$ cat config.mk
export PLATFORM = sky130hd
export DESIGN_NAME = cop_ram_arbiter
export DESIGN_NICKNAME = d
export VERILOG_FILES = /design/src/rtl/cop_pkg.sv /design/src/rtl/cop_write_rr.sv /design/src/rtl/cop_ram_arbiter.sv
export SDC_FILE = /design/constraint.sdc
export NUM_CORES = 1
export LEC_CHECK = 0
export ABC_AREA = 1
export CAP_MARGIN = 30
export CORE_MARGIN = 5
export CORE_UTILIZATION = 38
export DETAILED_ROUTE_END_ITERATION = 16
export GPL_TIMING_DRIVEN = 0
export HOLD_SLACK_MARGIN = 0.03
export PLACE_DENSITY = 0.93
export SLEW_MARGIN = 20
export SYNTH_ARGS = -nofsm -noshare
export SYNTH_HDL_FRONTEND = slang
export SYNTH_SLANG_ARGS = --single-unit
$ cat constraint.sdc
create_clock -name clk -period 3.2 [get_ports clk]
set_clock_uncertainty 0.2 [all_clocks]
set_input_delay 0.64 -clock clk [delete_from_list [all_inputs] [get_ports clk]]
set_output_delay 0.64 -clock clk [all_outputs]
set_load 0.005 [all_outputs]
$ cat src/rtl/cop_pkg.sv
// Shared definitions for the copper RAM arbiter: default widths, requester IDs
// and the arbiter state encoding.
package cop_pkg;

  localparam int ADDR_WIDTH_DEF = 11;
  localparam int DATA_WIDTH_DEF = 16;

  // Requester ID encoding; also the bit index into the write valid/grant vectors.
  localparam int REQ_HOST = 0;
  localparam int REQ_DMA  = 1;

  typedef enum logic {
    ARB_IDLE  = 1'b0,
    ARB_DEFER = 1'b1
  } arb_state_e;

endpackage

$ cat src/rtl/cop_write_rr.sv
// Two-way round-robin write grant. Grant is combinational from valid and the
// priority pointer; the pointer moves past whoever was granted.
module cop_write_rr
  import cop_pkg::*;
(
  input  logic       clk,
  input  logic       reset,
  input  logic [1:0] valid,
  input  logic       enable,
  output logic [1:0] grant
);

  // 0: host wins a tie, 1: dma wins a tie.
  logic prio_dma;

  always_comb begin
    grant = 2'b00;
    if (enable && !reset) begin
      if (valid[REQ_HOST] && valid[REQ_DMA]) begin
        if (prio_dma) grant[REQ_DMA]  = 1'b1;
        else          grant[REQ_HOST] = 1'b1;
      end else begin
        grant = valid;
      end
    end
  end

  always_ff @(posedge clk) begin
    if (reset) begin
      prio_dma <= 1'b0;
    end else if (grant[REQ_HOST]) begin
      prio_dma <= 1'b1;
    end else if (grant[REQ_DMA]) begin
      prio_dma <= 1'b0;
    end
  end

endmodule

$ cat src/rtl/cop_ram_arbiter.sv
// Copper RAM port arbiter: one write (host or DMA, round-robin) plus one copper
// read per cycle, with a one-cycle read defer when the read hits the write address.
module cop_ram_arbiter
  import cop_pkg::*;
#(
  parameter int ADDR_WIDTH = ADDR_WIDTH_DEF,
  parameter int DATA_WIDTH = DATA_WIDTH_DEF
) (
  input  logic                  clk,
  input  logic                  reset,
  input  logic [ADDR_WIDTH-1:0] host_addr,
  input  logic [DATA_WIDTH-1:0] host_data,
  input  logic                  host_valid,
  output logic                  host_ready,
  input  logic [ADDR_WIDTH-1:0] dma_addr,
  input  logic [DATA_WIDTH-1:0] dma_data,
  input  logic                  dma_valid,
  output logic                  dma_ready,
  input  logic [ADDR_WIDTH-1:0] cop_read_addr,
  input  logic                  cop_read_req,
  output logic                  cop_read_ack,
  output logic [DATA_WIDTH-1:0] cop_read_data,
  output logic                  cop_read_data_valid,
  output logic [ADDR_WIDTH-1:0] ram_write_address,
  output logic [DATA_WIDTH-1:0] ram_write_data,
  output logic                  ram_write_en,
  output logic [ADDR_WIDTH-1:0] ram_read_address,
  output logic                  ram_read_en,
  input  logic [DATA_WIDTH-1:0] ram_read_data,
  output arb_state_e            dbg_state
);

  // Handshake: a transfer happens in a cycle where valid/req and ready/ack are
  // both high. ready/ack are combinational from valid/req and registered state
  // only, never from another ready; addr/data are ignored while valid/req is low.

  arb_state_e            state, state_next;
  logic [1:0]            grant;
  logic                  wr_accept;
  logic [ADDR_WIDTH-1:0] wr_addr_sel;
  logic [DATA_WIDTH-1:0] wr_data_sel;
  logic                  contention;

  logic                  wr_en_q;
  logic [ADDR_WIDTH-1:0] wr_addr_q;
  logic [DATA_WIDTH-1:0] wr_data_q;
  logic                  rd_en_q;
  logic [ADDR_WIDTH-1:0] rd_addr_q;

  cop_write_rr u_write_rr (
    .clk    (clk),
    .reset  (reset),
    .valid  ({dma_valid, host_valid}),
    .enable (state == ARB_IDLE),
    .grant  (grant)
  );

  assign host_ready  = grant[REQ_HOST];
  assign dma_ready   = grant[REQ_DMA];
  assign wr_accept   = |grant;
  assign wr_addr_sel = grant[REQ_DMA] ? dma_addr : host_addr;
  assign wr_data_sel = grant[REQ_DMA] ? dma_data : host_data;
  assign contention  = wr_accept && cop_read_req && (cop_read_addr == wr_addr_sel);

  always_comb begin
    state_next   = state;
    cop_read_ack = 1'b0;
    if (!reset) begin
      case (state)
        ARB_IDLE: begin
          if (contention) state_next = ARB_DEFER;
          else            cop_read_ack = cop_read_req;
        end
        ARB_DEFER: begin
          // Writes are blocked this cycle, so the deferred read always goes.
          cop_read_ack = cop_read_req;
          state_next   = ARB_IDLE;
        end
        default: state_next = ARB_IDLE;
      endcase
    end
  end

  always_ff @(posedge clk) begin
    if (reset) begin
      state               <= ARB_IDLE;
      wr_en_q             <= 1'b0;
      wr_addr_q           <= '0;
      wr_data_q           <= '0;
      rd_en_q             <= 1'b0;
      rd_addr_q           <= '0;
      cop_read_data_valid <= 1'b0;
    end else begin
      state   <= state_next;
      wr_en_q <= wr_accept;
      if (wr_accept) begin
        wr_addr_q <= wr_addr_sel;
        wr_data_q <= wr_data_sel;
      end
      rd_en_q <= cop_read_ack;
      if (cop_read_ack) rd_addr_q <= cop_read_addr;
      cop_read_data_valid <= rd_en_q;
    end
  end

  // Strobes are masked during reset so nothing in flight reaches the RAM.
  assign ram_write_en      = wr_en_q && !reset;
  assign ram_write_address = wr_addr_q;
  assign ram_write_data    = wr_data_q;
  assign ram_read_en       = rd_en_q && !reset;
  assign ram_read_address  = rd_addr_q;
  assign cop_read_data     = cop_read_data_valid ? ram_read_data : '0;
  assign dbg_state         = state;

endmodule

**Word-level counts from Yosys, hierarchy flattened**

Index checks and enable logic that the tools add are counted.

- Add/subtract/negate cells: 0
- Multiply operators: 0
- Divide/modulo/power cells: 0
- $lt $le $gt $ge: 0
- Equality and inequality tests: 1
- Shift-type cells: 0
- Mux-type cells: 14
- Bitwise operators: 1
- Reduce and logical (&&, ||, !) cells: 9

Operators with widths:

| operator | number |
|---|---|
| $mux 16 | 2 |
| $eq 11x11->1 | 1 |
| $mux 11 | 1 |
| $mux 1 | 7 |
| $logic_and 1x1->1 | 6 |
| $mux 2 | 2 |
| $pmux 1 s2 | 2 |
| $reduce_bool 2->1 | 1 |
| $reduce_or 2->1 | 1 |
| $logic_not 1->1 | 1 |
| $not 1->1 | 1 |

- Register bits: 43
- Latch bits: 0
- Memory bits (writable): 0
- Memory bits (read-only): 0
- Input bits: 86
- Output and inout port bits: 61
- Word-level logic and storage cells: 33
- Memories kept: 0

**Logic depth before layout (Yosys ltp)**

Gate-level depths: netlist (run 1).

- Depth after elaboration: 9
- Depth in mapped cells: 16
- Depth with buffers taken out: 14

**Modules after synthesis**

From an unflattened synthesis (run 1), not the netlist that was laid out.

- Cell total of the unflattened synthesis: 398
- Area, all modules: 2,346.0 µm²

By module, submodules not included:

| module | instances | cells an instance | area each (µm²) | seq. area each (µm²) |
|---|---|---|---|---|
| cop_ram_arbiter | 1 | 385 | 2,273.4 | 840.8 |
| cop_write_rr | 1 | 13 | 72.6 | 20.0 |

**Worst setup path after synthesis (run 1)**

OpenSTA, ideal clock, no wires.

- Path kind: input to output
- Start: input port reset
- End: output port cop_read_ack
- Arrival time: 1.905 ns
- Data required time: 2.360 ns
- Setup slack: 0.455 ns
- Stages on the path: 14
- Path buffers: 4
- Path through: buf_6 -> nor2_8 -> nand3_2 -> buf_6 -> buf_8 -> nand2_2 -> nand2_1 -> nand2_1 -> nand3_1 -> nor2_1 -> nand3_2 -> nand2_2 -> buf_6 -> inv_1

- Longest elaborated chain between the ends: 9
- Elaborated cells between the ends (all ways): 11
- Those cells by class: eq/ne: 1; mux: 5; reduce/logical: 5

RTL lines:

| item | RTL line | RTL |
|---|---|---|
| from (decl) | cop_ram_arbiter.sv:10 | `input logic reset,` |
| $logic_not 1->1 | cop_write_rr.sv:18 | `if (enable && !reset) begin` |
| $logic_and 1x1->1 | cop_write_rr.sv:18 |  |
| $mux 2 | cop_write_rr.sv:18 |  |
| $mux 11 / $reduce_or 2->1 (equally long branches) | cop_ram_arbiter.sv:61, cop_ram_arbiter.sv:60 |  |
| $eq 11x11->1 / $logic_and 1x1->1 (equally long branches) | cop_ram_arbiter.sv:63 | `assign contention = wr_accept && cop_read_req && (cop_read_addr == wr_addr_sel);` |
| $logic_and 1x1->1 | cop_ram_arbiter.sv:63 |  |
| $mux 1 | cop_ram_arbiter.sv:71 | `if (contention) state_next = ARB_DEFER;` |
| $pmux 1 s2 | cop_ram_arbiter.sv:69 | `case (state)` |
| $mux 1 * | cop_ram_arbiter.sv:68 | `if (!reset) begin` |
| to (decl) | cop_ram_arbiter.sv:21 | `output logic cop_read_ack,` |

Every way passes the cells marked *; elsewhere a longest branch is shown, timed or not.

**Worst setup path in the final report (run 1)**

- Start: input port dma_addr[6]
- End: output port cop_read_ack

- Longest elaborated chain between the ends: 6

RTL lines:

| item | RTL line | RTL |
|---|---|---|
| from (decl) | cop_ram_arbiter.sv:15 | `input logic [ADDR_WIDTH-1:0] dma_addr,` |
| $mux 11 | cop_ram_arbiter.sv:61 | `assign wr_addr_sel = grant[REQ_DMA] ? dma_addr : host_addr;` |
| $eq 11x11->1 | cop_ram_arbiter.sv:63 |  |
| $logic_and 1x1->1 | cop_ram_arbiter.sv:63 |  |
| $mux 1 | cop_ram_arbiter.sv:71 |  |
| $pmux 1 s2 | cop_ram_arbiter.sv:69 |  |
| $mux 1 | cop_ram_arbiter.sv:68 |  |

No other way between the ends.

==> tab_implementation.tex, run 1 <==
\begin{tabular}{lr}
\hline
Metric & Value \\
\hline
\multicolumn{2}{l}{\textbf{Timing}} \\
\quad Final number of hold-violating endpoints & 0 \\
\quad Setup repair after global routing missed its margin & no \\
\quad Number of max-slew violations in the final report & 0 \\
\quad Final setup fails & 0 \\
\quad Headroom to the max-slew limit & 0.678 \\
\quad Sum of negative setup slack & 0 ns \\
\quad Crit share post-route & 0.965 \\
\quad Setup WS post-layout & roughly 0.11 ns \\
\quad Maximum clock rate & about 320 MHz \\
\quad Actual slew at the worst max-slew pin & 0.483 ns \\
\quad Tmin final & 3.09 ns \\
\quad Fin Hold WS & 0.247 ns \\
\multicolumn{2}{l}{\textbf{Power and ir drop}} \\
\quad Overall Power & about 1.3 mW \\
\quad Comb pwr share & 0.301 \\
\quad PD cells & 324 mW/mm² \\
\quad Net Sw Frac & 0.282 \\
\quad Share of power burned in registers & 0.444 \\
\quad Internal power & 0.965 mW \\
\quad Clk network pwr share & 0.256 \\
\quad Leakage component of the power & 2.10 nW \\
\quad Worst ir drop on vdd & between 0.15 and 0.2 mV \\
\quad Switching component of the power & 0.378 mW \\
\multicolumn{2}{l}{\textbf{CTS}} \\
\quad Root buffer cell & sky130\_fd\_sc\_hd\_\_clkbuf\_8 \\
\quad CTS tree & yes \\
\quad Clock sink count & 43 \\
\quad Clock Path Buffers & 2 \\
\quad Clock transition at the register clock pins on the worst setup and hold paths after CTS & 0.08 ns \\
\quad Inserted Clock Buffers & 5 \\
\quad H-tree level count & 2 \\
\quad Hold-fix buffers, CTS & 0 \\
\quad Clock latency reported for the late side of the worst-skew pair & just under 0.3 ns \\
\multicolumn{2}{l}{\textbf{Global route}} \\
\quad GRT Resource Usage Total & 0.212 \\
\quad Number of antenna violations at the first check in global routing & 0 \\
\quad Wire length of the first global-routing pass & roughly 14 mm \\
\quad Global-route congestion overflow total & 0 \\
\quad Vias in the first global route & about 3,000 \\
\quad Pin count of the biggest net entering global routing & 14 \\
\multicolumn{2}{l}{\textbf{Synth}} \\
\quad Number of warning messages in the yosys log & 0 \\
\quad Portion of the post-synthesis area used by sequential elements & 0.355 \\
\quad Unique cell type count in the Yosys netlist & 24 \\
\quad Leading post-synthesis cells by cell area & sky130\_fd\_sc\_hd\_\_dfxtp\_1 (36\%), sky130\_fd\_sc\_hd\_\_nand2\_1 (19\%), sky130\_fd\_sc\_hd\_\_inv\_1 (12\%), sky130\_fd\_sc\_hd\_\_nand3\_1 (7.2\%), sky130\_fd\_sc\_hd\_\_o211ai\_1 (5.6\%) \\
\quad Total nets after synthesis & 466 \\
\quad Average cell area after synthesis & 6.38 µm² \\
\quad Cells after Synth & 380 \\
\quad Post-synthesis instance area & 0.00242 mm² \\
\quad Library cell with the largest summed area after synthesis & sky130\_fd\_sc\_hd\_\_dfxtp\_1 \\
\quad Total of flip-flops plus latches after synthesis & 43 \\
\quad Area fraction of the dominant cell type after synthesis & 0.355 \\
\multicolumn{2}{l}{\textbf{Final layout}} \\
\quad Area growth syn-to-layout & 71.1\% \\
\quad Number of fill cells in the layout & $\sim$550 \\
\quad Ratio of cells with drive above 1 in the final layout & 0.0664 \\
\quad Total Nets Final & 627 \\
\quad Post-Route Utilization & 0.661 \\
\quad Number of diodes & 0 \\
\quad Area taken by flip-flops and latches & 861 µm² \\
\quad Area taken by multi-input logic gates & 0.00115 mm² \\
\quad Final cell count without fillers & 619 \\
\quad Post-layout instance area & 0.00415 mm² \\
\multicolumn{2}{l}{\textbf{Placement}} \\
\quad Number of buffers added on ports & 145 \\
\quad \# placed instances & 602 \\
\quad Worst slack, placed & -0.698 ns \\
\quad DPL Wire Length & 7.07 mm \\
\quad Area after DPL & 0.00397 mm² \\
\quad Routability congestion estimate & 0.890 \\
\multicolumn{2}{l}{\textbf{Setup path}} \\
\quad Critical path type & primary input to output port \\
\quad Worst EP required & 2.36 ns \\
\quad Startpoint Class & primary input \\
\quad Worst endpoint data arrival time & 2.25 ns \\
\quad CP endpoint kind & output port \\
\quad Maximum fanout along the worst path & 2 \\
\multicolumn{2}{l}{\textbf{Detailed routing}} \\
\quad DRC viols & 0 \\
\quad Initial detailed-routing violation count & 173 \\
\quad Avg WL per Cell & 14.3 µm \\
\quad Via total after detailed routing & about 2,900 \\
\quad First-pass detailed-route iteration total & 4 \\
\quad Vias/cell & 4.74 \\
\quad Antenna viol nets, final & 0 \\
\quad Detailed Route WL & 8.86 mm \\
\multicolumn{2}{l}{\textbf{Flow run}} \\
\quad Max\_cap viols & 0 \\
\multicolumn{2}{l}{\textbf{Worst hold path}} \\
\quad Worst min path class & flop to flop \\
\multicolumn{2}{l}{\textbf{Floorplan}} \\
\quad Placement row count & 29 \\
\quad Die Span X & roughly 90 µm \\
\quad Floorplan die area & 0.00808 mm² \\
\quad Initial core utilization & 0.386 \\
\quad Height of the chip & 89.9 µm \\
\quad Top-level port count & approximately 150 \\
\quad Area of the core region & about 0.0063 mm² \\
\multicolumn{2}{l}{\textbf{Run status}} \\
\quad Result of the run & complete, no violations \\
\hline
\end{tabular}
[kinds of logic (layout without fill, tap and decap cells)]
logic type             count (synthesis)  after routing  synth area share
buffers and inverters                102            264             0.175
AND/OR/NAND/NOR                      196            196             0.360
AO/OA/AOI/OAI                         39             39             0.109
flip-flops                            43             43             0.355
[state kept, by name (all words and copies together) (netlist names)]
register / count
u_write_rr.prio_dma: 1
ram_write_address: 11
ram_write_data: 16
rd_en_q: 1
dbg_state: 1
ram_read_address: 11
cop_read_data_valid: 1
wr_en_q: 1
[power groups by stage]
stage                     Sequential [mW]  Combinational [mW]  Clock, mW
after floorplan                     0.609               0.148          0
after global placement              0.605               0.381          0
after detailed placement            0.607               0.391          0
after CTS                           0.596               0.403      0.355
after global routing                0.600               0.442      0.377
final                               0.596               0.404      0.343
[layout by cell type (no fill, tap or decap), types with 18 or more instances in the layout]
cell                              count
sky130_fd_sc_hd__nand3_1             35
sky130_fd_sc_hd__o211ai_1            18
sky130_fd_sc_hd__inv_1               78
sky130_fd_sc_hd__nor2_1              18
sky130_fd_sc_hd__clkdlybuf4s50_1    142
sky130_fd_sc_hd__dfxtp_1             43
sky130_fd_sc_hd__nand2_1            120
[synth_stat cells (all sizes together)]
cell type / count
o21a: 9
nand3b: 6
buf: 12
nand3: 37
nand4: 9
a211oi: 1
clkinv: 1
o21ai: 10
dfxtp: 43
nor2: 20
nand2: 124
clkbuf: 9
a21oi: 1
inv: 80
o211ai: 18
[final timing paths]
check             cells after the start  slack (ns)                  end        start
hold / removal                        2        0.25  cop_read_data_valid      rd_en_q
hold reg to reg                       2        0.25  cop_read_data_valid      rd_en_q
setup / recovery                     12        0.11         cop_read_ack  dma_addr[6]
setup reg to reg                     14        1.01  ram_read_address[3]    dbg_state
[layer usage]
| layer | vias up | part of all wire | global-route usage |
|---|---|---|---|
| met5 | - | 0 | 0 |
| met1 | 1335 | 0.41 | 0.238 |
| met2 | 90 | 0.51 | 0.379 |
| met3 | 25 | 0.053 | 0.0559 |
| li1 | 1487 | - | - |
| met4 | 0 | 0.030 | 0.0831 |
[critical path: stages]
cell and delay, ns:
sky130_fd_sc_hd__clkdlybuf4s50_1 0.47, sky130_fd_sc_hd__nand4_1 0.13, sky130_fd_sc_hd__nand2_1 0.11, sky130_fd_sc_hd__nand2_1 0.06
sky130_fd_sc_hd__nand2_1 0.06, sky130_fd_sc_hd__nand2_1 0.06, sky130_fd_sc_hd__nor2_2 0.14, sky130_fd_sc_hd__nand3_2 0.12
sky130_fd_sc_hd__nand2_2 0.09, sky130_fd_sc_hd__buf_6 0.10, sky130_fd_sc_hd__inv_1 0.03, sky130_fd_sc_hd__dlygate4sd2_1 0.25
[timing repair]
action                                  in CTS  in global routing
hold endpoints to repair                     0                  0
buffers inserted                             7                  1
gates cloned                                 1                  0
pin swaps                                    7                  7
gates resized for setup                     13                  5
endpoints found under the setup margin       2                  1
[final cells by class]
class,instances,share of cell area
multi-input combinational,235,0.277
clock buffer,6,0.0175
timing repair buffer,154,0.366
clock inverter,2,0.00302
inverter,81,0.0733
tap,77,0.0232
buffer,21,0.0326
sequential,43,0.208
No activity file was read; power rests on OpenSTA's default activity.
==> run 2, diff against run 1 <==
--- a/config.mk
+++ b/config.mk
@@ -7,7 +7,7 @@
 export LEC_CHECK = 0
 export ABC_AREA = 1
 export CAP_MARGIN = 30
-export CORE_MARGIN = 5
+export CORE_MARGIN = 2
 export CORE_UTILIZATION = 38
 export DETAILED_ROUTE_END_ITERATION = 16
 export GPL_TIMING_DRIVEN = 0
==> tab_implementation.tex, run 2 (synthesis results as in run 1) <==
\begin{tabular}{lr}
\hline
Metric & Value \\
\hline
\multicolumn{2}{l}{\textbf{Run status}} \\
\quad Result of the run & complete, no violations (unchanged) \\
\multicolumn{2}{l}{\textbf{Detailed routing}} \\
\quad DRC viols & 0 (unchanged) \\
\quad Antenna viol nets, final & 0 (unchanged) \\
\quad First-pass detailed-route iteration total & 4 (unchanged) \\
\quad Avg WL per Cell & 13.7 µm (was 14.3 µm) \\
\quad Met3 wire length & 474 µm (was 467 µm) \\
\quad Detailed Route WL & 8.45 mm (was 8.86 mm) \\
\quad Wire length on met2 & 4.27 mm (was 4.54 mm) \\
\quad Vias/cell & 4.74 (about the same) \\
\quad Initial detailed-routing violation count & 175 (was 173) \\
\quad Via total after detailed routing & 2,925 (was 2,937) \\
\quad Max layer used & met4 (unchanged) \\
\quad M1 wire length & 3.51 mm (was 3.59 mm) \\
\multicolumn{2}{l}{\textbf{Timing}} \\
\quad Tmin final & 3.10 ns (was 3.09 ns) \\
\quad Number of max-slew violations in the final report & 0 (unchanged) \\
\quad Crit share post-route & 0.970 (was 0.965) \\
\quad Final setup fails & 0 (unchanged) \\
\quad Headroom to the max-slew limit & 0.665 (was 0.678) \\
\quad Setup repair after global routing missed its margin & no (unchanged) \\
\quad Actual slew at the worst max-slew pin & 0.503 ns (was 0.483 ns) \\
\quad Final number of hold-violating endpoints & 0 (unchanged) \\
\quad Maximum clock rate & 322 MHz (was 324 MHz) \\
\quad Sum of negative setup slack & 0 ns (unchanged) \\
\multicolumn{2}{l}{\textbf{Placement}} \\
\quad Routability congestion estimate & 0.857 (was 0.890) \\
\quad Number of buffers added on ports & 145 (unchanged) \\
\quad DPL Wire Length & 6.53 mm (was 7.07 mm) \\
\quad Area after DPL & 0.00397 mm² (unchanged) \\
\multicolumn{2}{l}{\textbf{Floorplan}} \\
\quad Placement row count & 29 (unchanged) \\
\quad Die Span X & 83.9 µm (was 89.9 µm) \\
\quad Top-level port count & 147 (unchanged) \\
\quad Floorplan die area & 0.00704 mm² (was 0.00808 mm²) \\
\quad Area of the core region & 0.00628 mm² (unchanged) \\
\quad Initial core utilization & 0.386 (unchanged) \\
\quad Height of the chip & 83.9 µm (was 89.9 µm) \\
\multicolumn{2}{l}{\textbf{Final layout}} \\
\quad Most common library cell in the layout ignoring fill and taps & sky130\_fd\_sc\_hd\_\_clkdlybuf4s50\_1 (unchanged) \\
\quad Total Nets Final & 625 (was 627) \\
\quad Post-layout instance area & 0.00414 mm² (was 0.00415 mm²) \\
\quad Most used cells in the layout excluding fill and tap cells & sky130\_fd\_sc\_hd\_\_clkdlybuf4s50\_1 (142), sky130\_fd\_sc\_hd\_\_nand2\_1 (120), sky130\_fd\_sc\_hd\_\_inv\_1 (79), sky130\_fd\_sc\_hd\_\_dfxtp\_1 (43), sky130\_fd\_sc\_hd\_\_nand3\_1 (35) (was sky130\_fd\_sc\_hd\_\_clkdlybuf4s50\_1 (142), sky130\_fd\_sc\_hd\_\_nand2\_1 (120), sky130\_fd\_sc\_hd\_\_inv\_1 (78), sky130\_fd\_sc\_hd\_\_dfxtp\_1 (43), sky130\_fd\_sc\_hd\_\_nand3\_1 (35)) \\
\quad Largest register FFs & 16 (unchanged) \\
\quad Area growth syn-to-layout & 70.8\% (was 71.1\%) \\
\quad Number of diodes & 0 (unchanged) \\
\quad Ratio of cells with drive above 1 in the final layout & 0.0593 (was 0.0664) \\
\multicolumn{2}{l}{\textbf{Global route}} \\
\quad Vias in the first global route & 2,878 (was 2,985) \\
\quad Number of antenna violations at the first check in global routing & 0 (unchanged) \\
\quad Global-route congestion overflow total & 0 (unchanged) \\
\quad Pin count of the biggest net entering global routing & 14 (unchanged) \\
\quad GRT Resource Usage Total & 0.233 (was 0.212) \\
\quad Wire length of the first global-routing pass & 13.3 mm (was 14.3 mm) \\
\multicolumn{2}{l}{\textbf{CTS}} \\
\quad CTS tree & yes (unchanged) \\
\quad Hold-fix buffers, CTS & 0 (unchanged) \\
\quad Clock sink count & 43 (unchanged) \\
\quad Clock transition at the register clock pins on the worst setup and hold paths after CTS & 0.09 ns (was 0.08 ns) \\
\quad H-tree level count & 2 (unchanged) \\
\quad Clock Path Buffers & 2 (unchanged) \\
\quad Inserted Clock Buffers & 5 (unchanged) \\
\quad Clock latency reported for the late side of the worst-skew pair & 0.29 ns (about the same) \\
\quad Root buffer cell & sky130\_fd\_sc\_hd\_\_clkbuf\_8 (unchanged) \\
\multicolumn{2}{l}{\textbf{Setup path}} \\
\quad Worst endpoint data arrival time & 2.26 ns (was 2.25 ns) \\
\quad Startpoint Class & primary input (unchanged) \\
\quad Setup slack, reg-to-reg & 1.06 ns (was 1.01 ns) \\
\quad Critical path type & primary input to output port (unchanged) \\
\quad Worst EP required & 2.36 ns (about the same) \\
\quad Maximum fanout along the worst path & 10 (was 2) \\
\quad CP endpoint kind & output port (unchanged) \\
\multicolumn{2}{l}{\textbf{Worst hold path}} \\
\quad Worst min path class & flop to flop (unchanged) \\
\multicolumn{2}{l}{\textbf{Power and ir drop}} \\
\quad Worst ir drop on vdd & 0.214 mV (was 0.177 mV) \\
\quad PD cells & 329 mW/mm² (was 324 mW/mm²) \\
\quad Leakage component of the power & 2.10 nW (about the same) \\
\multicolumn{2}{l}{\textbf{Flow run}} \\
\quad Max\_cap viols & 0 (unchanged) \\
\hline
\end{tabular}
==> run 2: cell types whose count changed in the layout (fill, tap and decap cells not counted), sizes merged <==
| cell | change |
|---|---|
| buf | -3 |
| clkbuf | +1 |
| clkdlybuf4s15 | +1 |
| clkinvlp | -1 |
==> run 2: report_power, final <==
| group | switching [mW] | total (mW) | internal [mW] |
|---|---|---|---|
| sequential | 0.0213 | 0.596 | 0.575 |
| clock | 0.188 | 0.365 | 0.177 |
| combinational | 0.165 | 0.400 | 0.235 |
==> run 2: repair_timing <==
item	in CTS	in global routing
buffers inserted	6	0
resized for setup	14	0
endpoints found under the hold margin	0	0
endpoints found under the setup margin	2	0
==> run 2: stage by stage <==
stage                     power, mW  std cells  worst slack [ns]   util  hold WS (ns)
after CTS                      1.37        617             0.120  0.660         0.239
after floorplan               0.758        380             0.455      -         0.211
after detailed placement      0.996        602            -0.678  0.633         0.226
after global placement        0.985        602            -0.584  0.633         0.214
after global routing           1.43        617           0.00405  0.660         0.262
final                          1.36        617            0.0965  0.660         0.244
==> run 2: final cells by class <==
type                    count  area, µm²
plain buffers              21        135
clock buffers               7       86.3
clock inverters             1       8.76
fillers                   543       2130
inverters                  81        304
multi-input cells         235       1150
flip-flops and latches     43        861
well taps                  77       96.3
repair buffers            152       1510
==> run 2: path summary, 6_finish.rpt <==
| check | startpoint | endpoint | cells after the start |
|---|---|---|---|
| min | rd_en_q | cop_read_data_valid | 2 |
| min reg2reg | rd_en_q | cop_read_data_valid | 2 |
| max | host_valid | dma_ready | 8 |
| max reg2reg | dbg_state | ram_read_address[8] | 13 |
==> run 2: worst max-delay path: stages <==
cell                              delay, ns
sky130_fd_sc_hd__clkdlybuf4s15_2       0.22
sky130_fd_sc_hd__nand2_4               0.08
sky130_fd_sc_hd__nand3_4               0.08
sky130_fd_sc_hd__inv_1                 0.09
sky130_fd_sc_hd__buf_6                 0.11
sky130_fd_sc_hd__buf_4                 0.13
sky130_fd_sc_hd__clkbuf_1              0.33
sky130_fd_sc_hd__clkdlybuf4s50_1       0.59
==> run 2: layer usage <==
layer  track usage  up-vias
met4        0.0880        0
met5             0        -
met3        0.0297       14
met2         0.419      101
li1              -     1484
met1         0.281     1326
==> run 3, diff against run 2 <==
--- a/config.mk
+++ b/config.mk
@@ -9,6 +9,7 @@
 export CAP_MARGIN = 30
 export CORE_MARGIN = 2
 export CORE_UTILIZATION = 38
+export CTS_CLUSTER_SIZE = 14
 export DETAILED_ROUTE_END_ITERATION = 16
 export GPL_TIMING_DRIVEN = 0
 export HOLD_SLACK_MARGIN = 0.03
==> results of run 3 <==
Final layout, timing and power as in run 2 (identical DEF).
